$ cat src/rtl/serial_shifter32.sv
// Multi-cycle 32-bit shifter: captures a/b/aluc on accept, shifts serially, then holds c until handshaked.
// Optional SERIAL_SHIFTER_STEP4_EN: shift 4 bits per cycle while at least 4 bits remain.
module serial_shifter32 (
    input  logic        clk,
    input  logic        rst,
    input  logic        in_valid,
    output logic        in_ready,
    input  logic [31:0] a,
    input  logic [4:0]  b,
    input  logic [1:0]  aluc,
    output logic        out_valid,
    input  logic        out_ready,
    output logic [31:0] c,
    output logic        busy
);

    typedef enum logic [1:0] {
        IDLE  = 2'd0,
        SHIFT = 2'd1,
        DONE  = 2'd2
    } state_t;

    state_t      state_r;
    state_t      state_nx_s;
    logic [31:0] work_r;
    logic [31:0] work_nx_s;
    logic [31:0] c_r;
    logic [31:0] c_nx_s;
    logic [4:0]  cnt_r;
    logic [4:0]  cnt_nx_s;
    logic [4:0]  cnt_dec_s;
    logic [1:0]  aluc_r;
    logic [1:0]  aluc_nx_s;
    logic [2:0]  step_s;
    logic [31:0] stepped_s;

    // aluc 2'b10 and 2'b11 both fall into the left-shift default.
    function automatic logic [31:0] shift_by(input logic [31:0] v,
                                             input logic [1:0]  op,
                                             input logic [2:0]  amt);
        logic [31:0] r;
        case (op)
            2'b00:   r = 32'($signed(v) >>> amt);
            2'b01:   r = v >> amt;
            default: r = v << amt;
        endcase
        return r;
    endfunction

    // Step size for the current SHIFT cycle and the resulting datapath values.
    always_comb begin
        step_s = 3'd1;
`ifdef SERIAL_SHIFTER_STEP4_EN
        if (cnt_r >= 5'd4) begin
            step_s = 3'd4;
        end else begin
            step_s = 3'd1;
        end
`else
        step_s = 3'd1;
`endif
        cnt_dec_s = cnt_r - {2'b00, step_s};
        stepped_s = shift_by(work_r, aluc_r, step_s);
    end

    // Next-state and next-datapath logic; everything holds by default.
    always_comb begin
        state_nx_s = state_r;
        work_nx_s  = work_r;
        cnt_nx_s   = cnt_r;
        aluc_nx_s  = aluc_r;
        c_nx_s     = c_r;
        case (state_r)
            IDLE: begin
                if (in_valid) begin
                    aluc_nx_s = aluc;
                    work_nx_s = a;
                    cnt_nx_s  = b;
                    if (b == 5'd0) begin
                        state_nx_s = DONE;
                        c_nx_s     = a;
                    end else begin
                        state_nx_s = SHIFT;
                    end
                end else begin
                    state_nx_s = IDLE;
                end
            end
            SHIFT: begin
                work_nx_s = stepped_s;
                cnt_nx_s  = cnt_dec_s;
                if (cnt_dec_s == 5'd0) begin
                    state_nx_s = DONE;
                    c_nx_s     = stepped_s;
                end else begin
                    state_nx_s = SHIFT;
                end
            end
            DONE: begin
                if (out_ready) begin
                    state_nx_s = IDLE;
                end else begin
                    state_nx_s = DONE;
                end
            end
            default: begin
                state_nx_s = IDLE;
            end
        endcase
    end

    // State and datapath registers; reset overrides accept and the out handshake.
    always_ff @(posedge clk) begin
        if (rst) begin
            state_r <= IDLE;
            work_r  <= 32'h0000_0000;
            cnt_r   <= 5'd0;
            aluc_r  <= 2'b00;
            c_r     <= 32'h0000_0000;
        end else begin
            state_r <= state_nx_s;
            work_r  <= work_nx_s;
            cnt_r   <= cnt_nx_s;
            aluc_r  <= aluc_nx_s;
            c_r     <= c_nx_s;
        end
    end

    assign in_ready  = (state_r == IDLE);
    assign out_valid = (state_r == DONE);
    assign busy      = (state_r != IDLE);
    assign c         = c_r;

endmodule

$ cat config.mk
export PLATFORM = sky130hd
export DESIGN_NAME = serial_shifter32
export DESIGN_NICKNAME = d
export VERILOG_FILES = /design/src/rtl/serial_shifter32.sv
export SDC_FILE = /design/constraint.sdc
export NUM_CORES = 1
export LEC_CHECK = 0
export CORE_MARGIN = 2
export CORE_UTILIZATION = 30
export CTS_CLUSTER_DIAMETER = 120
export CTS_CLUSTER_SIZE = 24
export DETAILED_ROUTE_END_ITERATION = 10
export PLACE_DENSITY = 0.55
export SLEW_MARGIN = 25
export SYNTH_ARGS = -nofsm -noshare
export SYNTH_HDL_FRONTEND = slang
export SYNTH_SLANG_ARGS = --single-unit
$ cat constraint.sdc
create_clock -name clk -period 2.1 [get_ports clk]
set_clock_uncertainty 0.05 [all_clocks]
set_input_delay 0.315 -clock clk [delete_from_list [all_inputs] [get_ports clk]]
set_output_delay 0.315 -clock clk [all_outputs]
set_load 0.05 [all_outputs]
# == Word-level counts from Yosys, hierarchy flattened ==
# Index checks and enable logic that the tools add are counted.
# word_totals
elab_cells,35
ff_bits,73
output_inout_bits,35
input_bits,43
# op_classes
reduce_logical,9
muxes,14
add_sub_neg,1
eq_ne,6
# op_table
cell,count
32-bit case mux with 2 select lines,3
32-bit two-way mux,4
5-bit zero test,2
5-bit case mux with 2 select lines,1
2-bit two-way mux,4
2-bit case mux with 3 select lines,1
5-bit two-way mux,1
"5-bit by 1-bit subtractor with 5-bit output, second input constant",1
"2-bit by 1-bit == test with 1-bit output, second input constant",2
2-bit zero test,2
"2-bit inequality test, second input constant",2
2-bit AND reduction,2
4-bit AND reduction,1
2-bit nonzero test,2
"2-bit == test, second input constant",1
"2-bit by 1-bit inequality test with 1-bit output, second input constant",1

# == Longest topological paths before layout ==
# Gate-level depths: netlist (run 1).
# depth
ltp_word,4
ltp_mapped,7
ltp_nobuf,6

# == Worst setup path after synthesis (run 1) ==
# OpenSTA, ideal clock, no wires.
# synth_timing
path_kind,register to output
start,reg state_r[1]
end,out busy
t_arrival_ps,1615
required_ps,1735
n_path_buf,1
path_stages_with_launch,4
setup_slack_ps,120
path_cell_list,dfxtp_1 -> buf_6 -> nor2_1 -> inv_1
# synth_via
elab_chain_len,1
# synth_lines
item,line_no,rtl
start: declaration,23,state_t state_r;
start signal: assignment,121,state_r <= state_nx_s;
2-bit nonzero test,131,assign busy = (state_r != IDLE);
end: declaration,14,output logic busy
# No other way between the ends.

# == Final worst setup path (run 1) ==
# layout_timing
start,reg c_r[0] (netlist: c[0])
end,out c[0]
# layout_lines
item,line_no,rtl
start: declaration,27,logic [31:0] c_r;
start signal: assignment,125,c_r <= c_nx_s;
end: declaration,13,"output logic [31:0] c,"
# No word-level cell between the ends.

==> results of run 1 <==
## Yosys cell counts (all sizes together), types with 2 or more instances
library cell / instances / area share [%]
a211oi: 5 / 0.93
nor2: 7 / 0.65
ha: 2 / 0.62
clkbuf: 15 / 1.4
inv: 5 / 0.47
or2: 2 / 0.31
nor2b: 2 / 0.31
dfxtp: 73 / 36
a21oi: 71 / 12
buf: 23 / 5.7
and2b: 2 / 0.44
mux2: 60 / 17
nor4b: 2 / 0.97
nand2b: 2 / 0.31
o311ai: 2 / 0.44
nand2: 72 / 6.7
nand3: 33 / 4.1
nor4: 3 / 0.84
o21ai: 33 / 6.8
nor3b: 2 / 0.50
## where the power goes
part / switching (mW) / internal (mW)
sequential: 0.0674 / 1.47
clock: 0.581 / 1.19
combinational: 0.389 / 0.362
## metal layers
| layer | share of wire (%) | GRT usage (%) |
|---|---|---|
| met5 | 0 | 0 |
| met4 | 1.8 | 5.44 |
| met3 | 5.2 | 3.18 |
| met2 | 46 | 23.6 |
| met1 | 47 | 20.8 |
## tightest hold or removal path: cells and delay by family (launching register included)
| family | cells | cell delay (ps) |
|---|---|---|
| simple gates | 1 | 50 |
| compound gates | 1 | 50 |
| flops | 1 | 300 |
## kinds of logic (layout without fill, tap and decap cells)
| kind of cell | Yosys count | after routing | share of synthesized area, % |
|---|---|---|---|
| and+or+nand+nor | 135 | 135 | 16.7 |
| adders and majority gates | 2 | 2 | 0.623 |
| DFF | 73 | 73 | 36.4 |
| AOI/OAI and AO/OA | 118 | 118 | 21.9 |
| muxes | 60 | 60 | 16.8 |
| buffers and inverters | 43 | 116 | 7.57 |
## final cells by class
cell class / instances / area, um2 / share of cell area, %
clock inverter: 5 / 104 / 1.95
timing repair buffer: 96 / 1020 / 19.1
sequential: 73 / 1460 / 27.5
tap: 176 / 220 / 4.14
multi-input combinational: 315 / 2250 / 42.4
clock buffer: 10 / 239 / 4.50
inverter: 5 / 18.8 / 0.353
## stage by stage
step | setup slack (ps) | util, % | hold WS [ps] | std cells
6_report | 193 | 40.4 | 401 | 680
5_1_grt | 68.7 | 40.4 | 427 | 680
4_1_cts | 145 | 40.4 | 399 | 680
3_5_place_dp | 55.7 | 37.8 | 398 | 665
3_3_place_gp | 87.7 | 37.8 | 393 | 665
2_1_floorplan | 120 | - | 383 | 431
## registers in the layout, indices dropped and copies added (netlist names)
signal   count
c           32
state_r      2
aluc_r       2
cnt_r        5
work_r      32
## final timing paths
path | depth (start not counted) | from | slack (ps) | endpoint
min | 2 | c[31] | 400 | c[31]
max | 1 | c[0] | 190 | c[0]
max reg2reg | 7 | cnt_r[1] | 200 | c[25]
min reg2reg | 2 | c[31] | 400 | c[31]
==> impl_results.md, run 1 <==
* Max incr delay on CP at 830 ps
* DP HPWL at ~7500 um
* Clk buf depth at 2
* Flops & latches, synth at 73
* Placed Area at between 4000 and 5000 um2
* I/O Pins at 78
* CTS Buf Count at 9
* ANT cells at 0
* Startpoint types: flop
* Port Buf Inserts at just under 80
* Critical Path AT at ~1500 ps
* TNS Setup at 0 ps
* Die outline height at between 100 and 150 um
* Root Buffer: clkbuf_16
* Synth Flop Type: dfxtp_1
* Antenna Nets Post-Route at 0
* Design area at about 5300 um2
* Cts hold-fix bufs at 0
* Worst vdd ir at between 300 and 400 uV
* Worst path slowest cell: clkdlybuf4s50_1
* Core area at ~13000 um2
* Power after layout at 4.05 mW
* Max-slew violations at 0
* P&R area growth vs syn at 32.3%
* Wire per inst at ~16 um
* Leakage power at approximately 1.8 nW
* Critical path class: reg -> out
* Clock latency on the worst-skew pair at around 330 ps
* Syn Std Cell Area at approximately 4000 um2
* YS warnings at 0
* H-tree levels at 3
* Setup violations, final at 0
* Critical path fanouts, max at 2
* Commonest non-fill, non-tap cell in the layout: clkdlybuf4s50_1
* Chip Width at 120 um
* WL final at approximately 11000 um
* Fillers at 1319
* Fin. Hold Viols at 0
* Worst Tran Pin Value at about 540 ps
* # rows at 42
* CTS clk-pin slew, worst paths at 50 ps
* Max transition margin at 64.0%
* Netlist cell types at 46
* GRT Residual Overflow at 0
* Initial Util at a little under a third
* Layout cells sized above 1 at 33.7%
* Die Footprint at roughly 14000 um2
* CTS tree: yes
* Post-cts sizing count at 0
* Max Cap Violations at 0
* RSZ-0062 raised after global routing: false
* Status: finished clean
* Pwr/cell area at roughly 760 nW/um2
* Seq/Total Area, Yosys at 36.4%
* F_max at around 0.52 GHz
* Final Critical Period at approximately 1900 ps
* Syn_nets at ~480
* Drt first pass iters at 4
* Crit-path leading delay family: buffers and inverters
* Period utilization at between 90% and 100%
* Vias/cell at between 5 and 6
* DRC at 0
* # clock sinks at 73
* Vias in the first global route at about 3400
* Syn Inst Count at 431
* Initial antenna violation count at 0
* CP Cell Sequence: clkdlybuf4s50_1
* CP required at between 1500 and 2000 ps
* GRT Overall Usage at around 15%
* Worst min-delay path class: reg -> reg
* Synthesized area per cell at a little over 9 um2
* First-pass GRT wire length at approximately 17000 um
* DR vias at 3420
* Post-CTS setup buffers at 0
* Most frequent cells in the layout: clkdlybuf4s50_1 (73), nand2_1 (72), dfxtp_1 (72)
* Post-synth EDFFs at 0
* Pin count of the biggest net entering global routing at 41
* Fraction of registers with async set/reset at 0%
* Worst Path Buf+Inv at 1
* Setup crit end kind: output pin
* DR iter-0 viols at roughly 220
* Nets at roughly 550
* Placer Congestion at around 0.77
Power figures use the tool's default switching activity.
==> run 2, diff against run 1 <==
ABC_AREA = 1   (was unset)
CORE_UTILIZATION = 51   (was 30)
PLACE_DENSITY = 0.84   (was 0.55)
SLEW_MARGIN = unset   (was 25)
==> impl_results.md, run 2 <==
* CP Depth at 1
* Wire per inst at between 10 and 15 um
* Count leader, synth: nand2_1
* Worst Path Buf+Inv at 1
* Antenna Nets Post-Route at 0
* Worst hold stages at 2
* Seq/Total Area, Yosys at 40.4%
* CTS clk-pin slew, worst paths at around 80 ps
* YS warnings at 0
* Area of the multi-input gates at between 1500 and 2000 um2
* Post-synth EDFFs at 0
* Setup crit end kind: output pin
* RSZ-0062 raised after global routing: false
* Startpoint types: flop
* Crit-path leading delay family: buffers and inverters
* Leakage power at between 2 and 2.5 nW
* Worst min-delay path class: reg -> reg
* Max incr delay on CP at a little over 800 ps
* Fraction of registers with async set/reset at 0%
* H-tree levels at 3
* Syn Std Cell Area at between 3000 and 4000 um2
* Critical path fanouts, max at 2
* Critical path class: reg -> out
* Root Buffer: clkbuf_8
* # clock sinks at 73
* Fin. Hold Viols at 0
* DR iter-0 viols at between 200 and 300
* DRC at 0
* Initial Util at approximately 53%
* F_max at roughly 0.53 GHz
* Area leader, netlist: dfxtp_1
* DR vias at 3662
* Period utilization at around nine tenths
* Worst path slowest cell: clkdlybuf4s50_1
* DP HPWL at 6090 um
* Worst-case hold slack at about 400 ps
* Synth top area cells: dfxtp_1 (40%), nand2_1 (13%), nor2_1 (7.8%), a21oi_1 (7.2%), inv_1 (6.4%)
* WL final at 9250 um
* Pin count of the biggest net entering global routing at between 50 and 60
* FF-to-FF End: c[26]
* Die Footprint at around 8000 um2
* Drt first pass iters at 5
* Post-synth top area share at 40.4%
* Fillers at 581
* P&R area growth vs syn at 29.7%
* CP Cell Sequence: clkdlybuf4s50_1
* Clock latency on the worst-skew pair at between 300 and 400 ps
* Nets at about 650
* Most frequent cells in the layout: nand2_1 (124), nor2_1 (75), clkdlybuf4s50_1 (74)
* I/O Pins at 78
* Worst Hold Endpoint: aluc_r[0]
* Port Buf Inserts at 77
* Synth Flop Type: dfxtp_1
* Pwr/cell area at around 850 nW/um2
* Core area at approximately 7000 um2
* GRT Overall Usage at roughly a quarter
* Initial antenna violation count at 0
* First-pass GRT wire length at ~15000 um
* ANT cells at 0
* Chip Width at 88.2 um
* Flops & latches, synth at 73
* CP required at 1740 ps
* Syn_nets at 591
* Vias/cell at between 5 and 6
* Max-slew violations at 0
* TNS Setup at 0 ps
* # rows at 30
* Final Critical Period at 1900 ps
* Commonest non-fill, non-tap cell in the layout: nand2_1
* Syn Inst Count at ~550
* CTS Buf Count at 9
* Worst vdd ir at roughly 400 uV
* Hold Crit Start: aluc_r[0]
* Register Area at between 1000 and 1500 um2
* Worst reg2reg path depth at 12
* GRT Residual Overflow at 0
* Netlist cell types at 26
* Max Cap Violations at 0
* Layout cells sized above 1 at approximately 5.7%
* Critical Path AT at 1530 ps
* R2R Setup Slk at between 200 and 250 ps
* Setup violations, final at 0
* Origin of the critical flop-to-flop path: cnt_r[0]
* Worst Tran Pin Value at a little over 500 ps
* Die outline height at 88.2 um
* Clk buf depth at 2
* CTS tree: yes
* Max transition margin at between 60% and 70%
* Synthesized area per cell at 6.62 um2
* Vias in the first global route at between 3000 and 4000
* Top cells by count, synth: nand2_1 (124), nor2_1 (75), dfxtp_1 (73), inv_1 (62), a21oi_1 (52)
* Status: finished clean
* Placer Congestion at slightly below 0.9
[run 2: cell types whose count changed after synthesis, sizes merged, moves of 7 or more]
| cell | before | now |
|---|---|---|
| nor2 | 7 | 76 |
| mux2 | 60 | 0 |
| inv | 5 | 64 |
| nand2 | 72 | 128 |
| a21oi | 71 | 53 |
| o21a | 1 | 16 |
| o211ai | 1 | 15 |
| buf | 23 | 13 |
| clkbuf | 15 | 23 |
| o21ai | 33 | 40 |
[run 2: metal layers]
layer	up-vias	wire length [um]	GRT usage, %
li1	1877	-	-
met1	1640	4280	33.9
met2	131	4300	38.3
met3	14	518	3.68
met4	0	144	9.23
met5	-	0	0
[run 2: logic make-up after synthesis]
group           Yosys count  synth area share, %
buf+inv                 100                 11.0
simple gates            241                 27.1
fa+ha+maj                 2                0.692
compound gates          130                 20.8
flops                    73                 40.4
[run 2: layout make-up]
cell class / count / area share, %
Clock inverter: 6 / 1.41
Timing Repair Buffer: 88 / 19.3
Multi-Input combinational cell: 373 / 37.4
Inverter: 64 / 5.12
Clock buffer: 10 / 2.94
Sequential cell: 73 / 31.2
Tap cell: 96 / 2.56
[run 2: report_power, final]
group	switching, mW	internal [mW]	leakage [nW]	total [mW]
clock network	0.546	0.583	0.0949	1.13
logic	0.755	0.439	1.43	1.19
registers	0.108	1.54	0.602	1.65
[run 2: repair_timing]
action / CTS / global route
endpoints found under the setup margin: 3 / 11
gates cloned: 0 / 0
hold buffers: 0 / 0
gates resized for setup: 3 / 2
pin swaps: 0 / 0
hold endpoints to repair: 0 / 0
setup buffers: 0 / 0
[run 2: through the flow]
stage / total power [mW] / cell area [um2] / instances / util (%) / setup WS (ps)
global placement: 2.83 / 4480 / 694 / 65.6 / 205
detailed placement: 2.86 / 4480 / 694 / 65.6 / 106
floorplan: 2.48 / 3620 / 546 / - / 360
CTS: 3.97 / 4680 / 710 / 68.5 / 177
finish: 3.98 / 4690 / 710 / 68.6 / 204
global route: 4.19 / 4690 / 710 / 68.6 / 44.5
[run 2: worst max path at each step]
stage	startpoint	to
final	c[31]	c[31]
after floorplan	state_r[0]	c[10]
after detailed placement	b[0]	c[27]
after global placement	b[0]	c[8]
after global routing	cnt_r[0]	c[1]
after CTS	cnt_r[0]	c[12]
[run 2: tightest hold or removal path, delay by kind of cell (launching register included)]
kind	cells	cell delay, ps
buffers and inverters	1	50
AOI/OAI and AO/OA	1	50
DFF	1	320
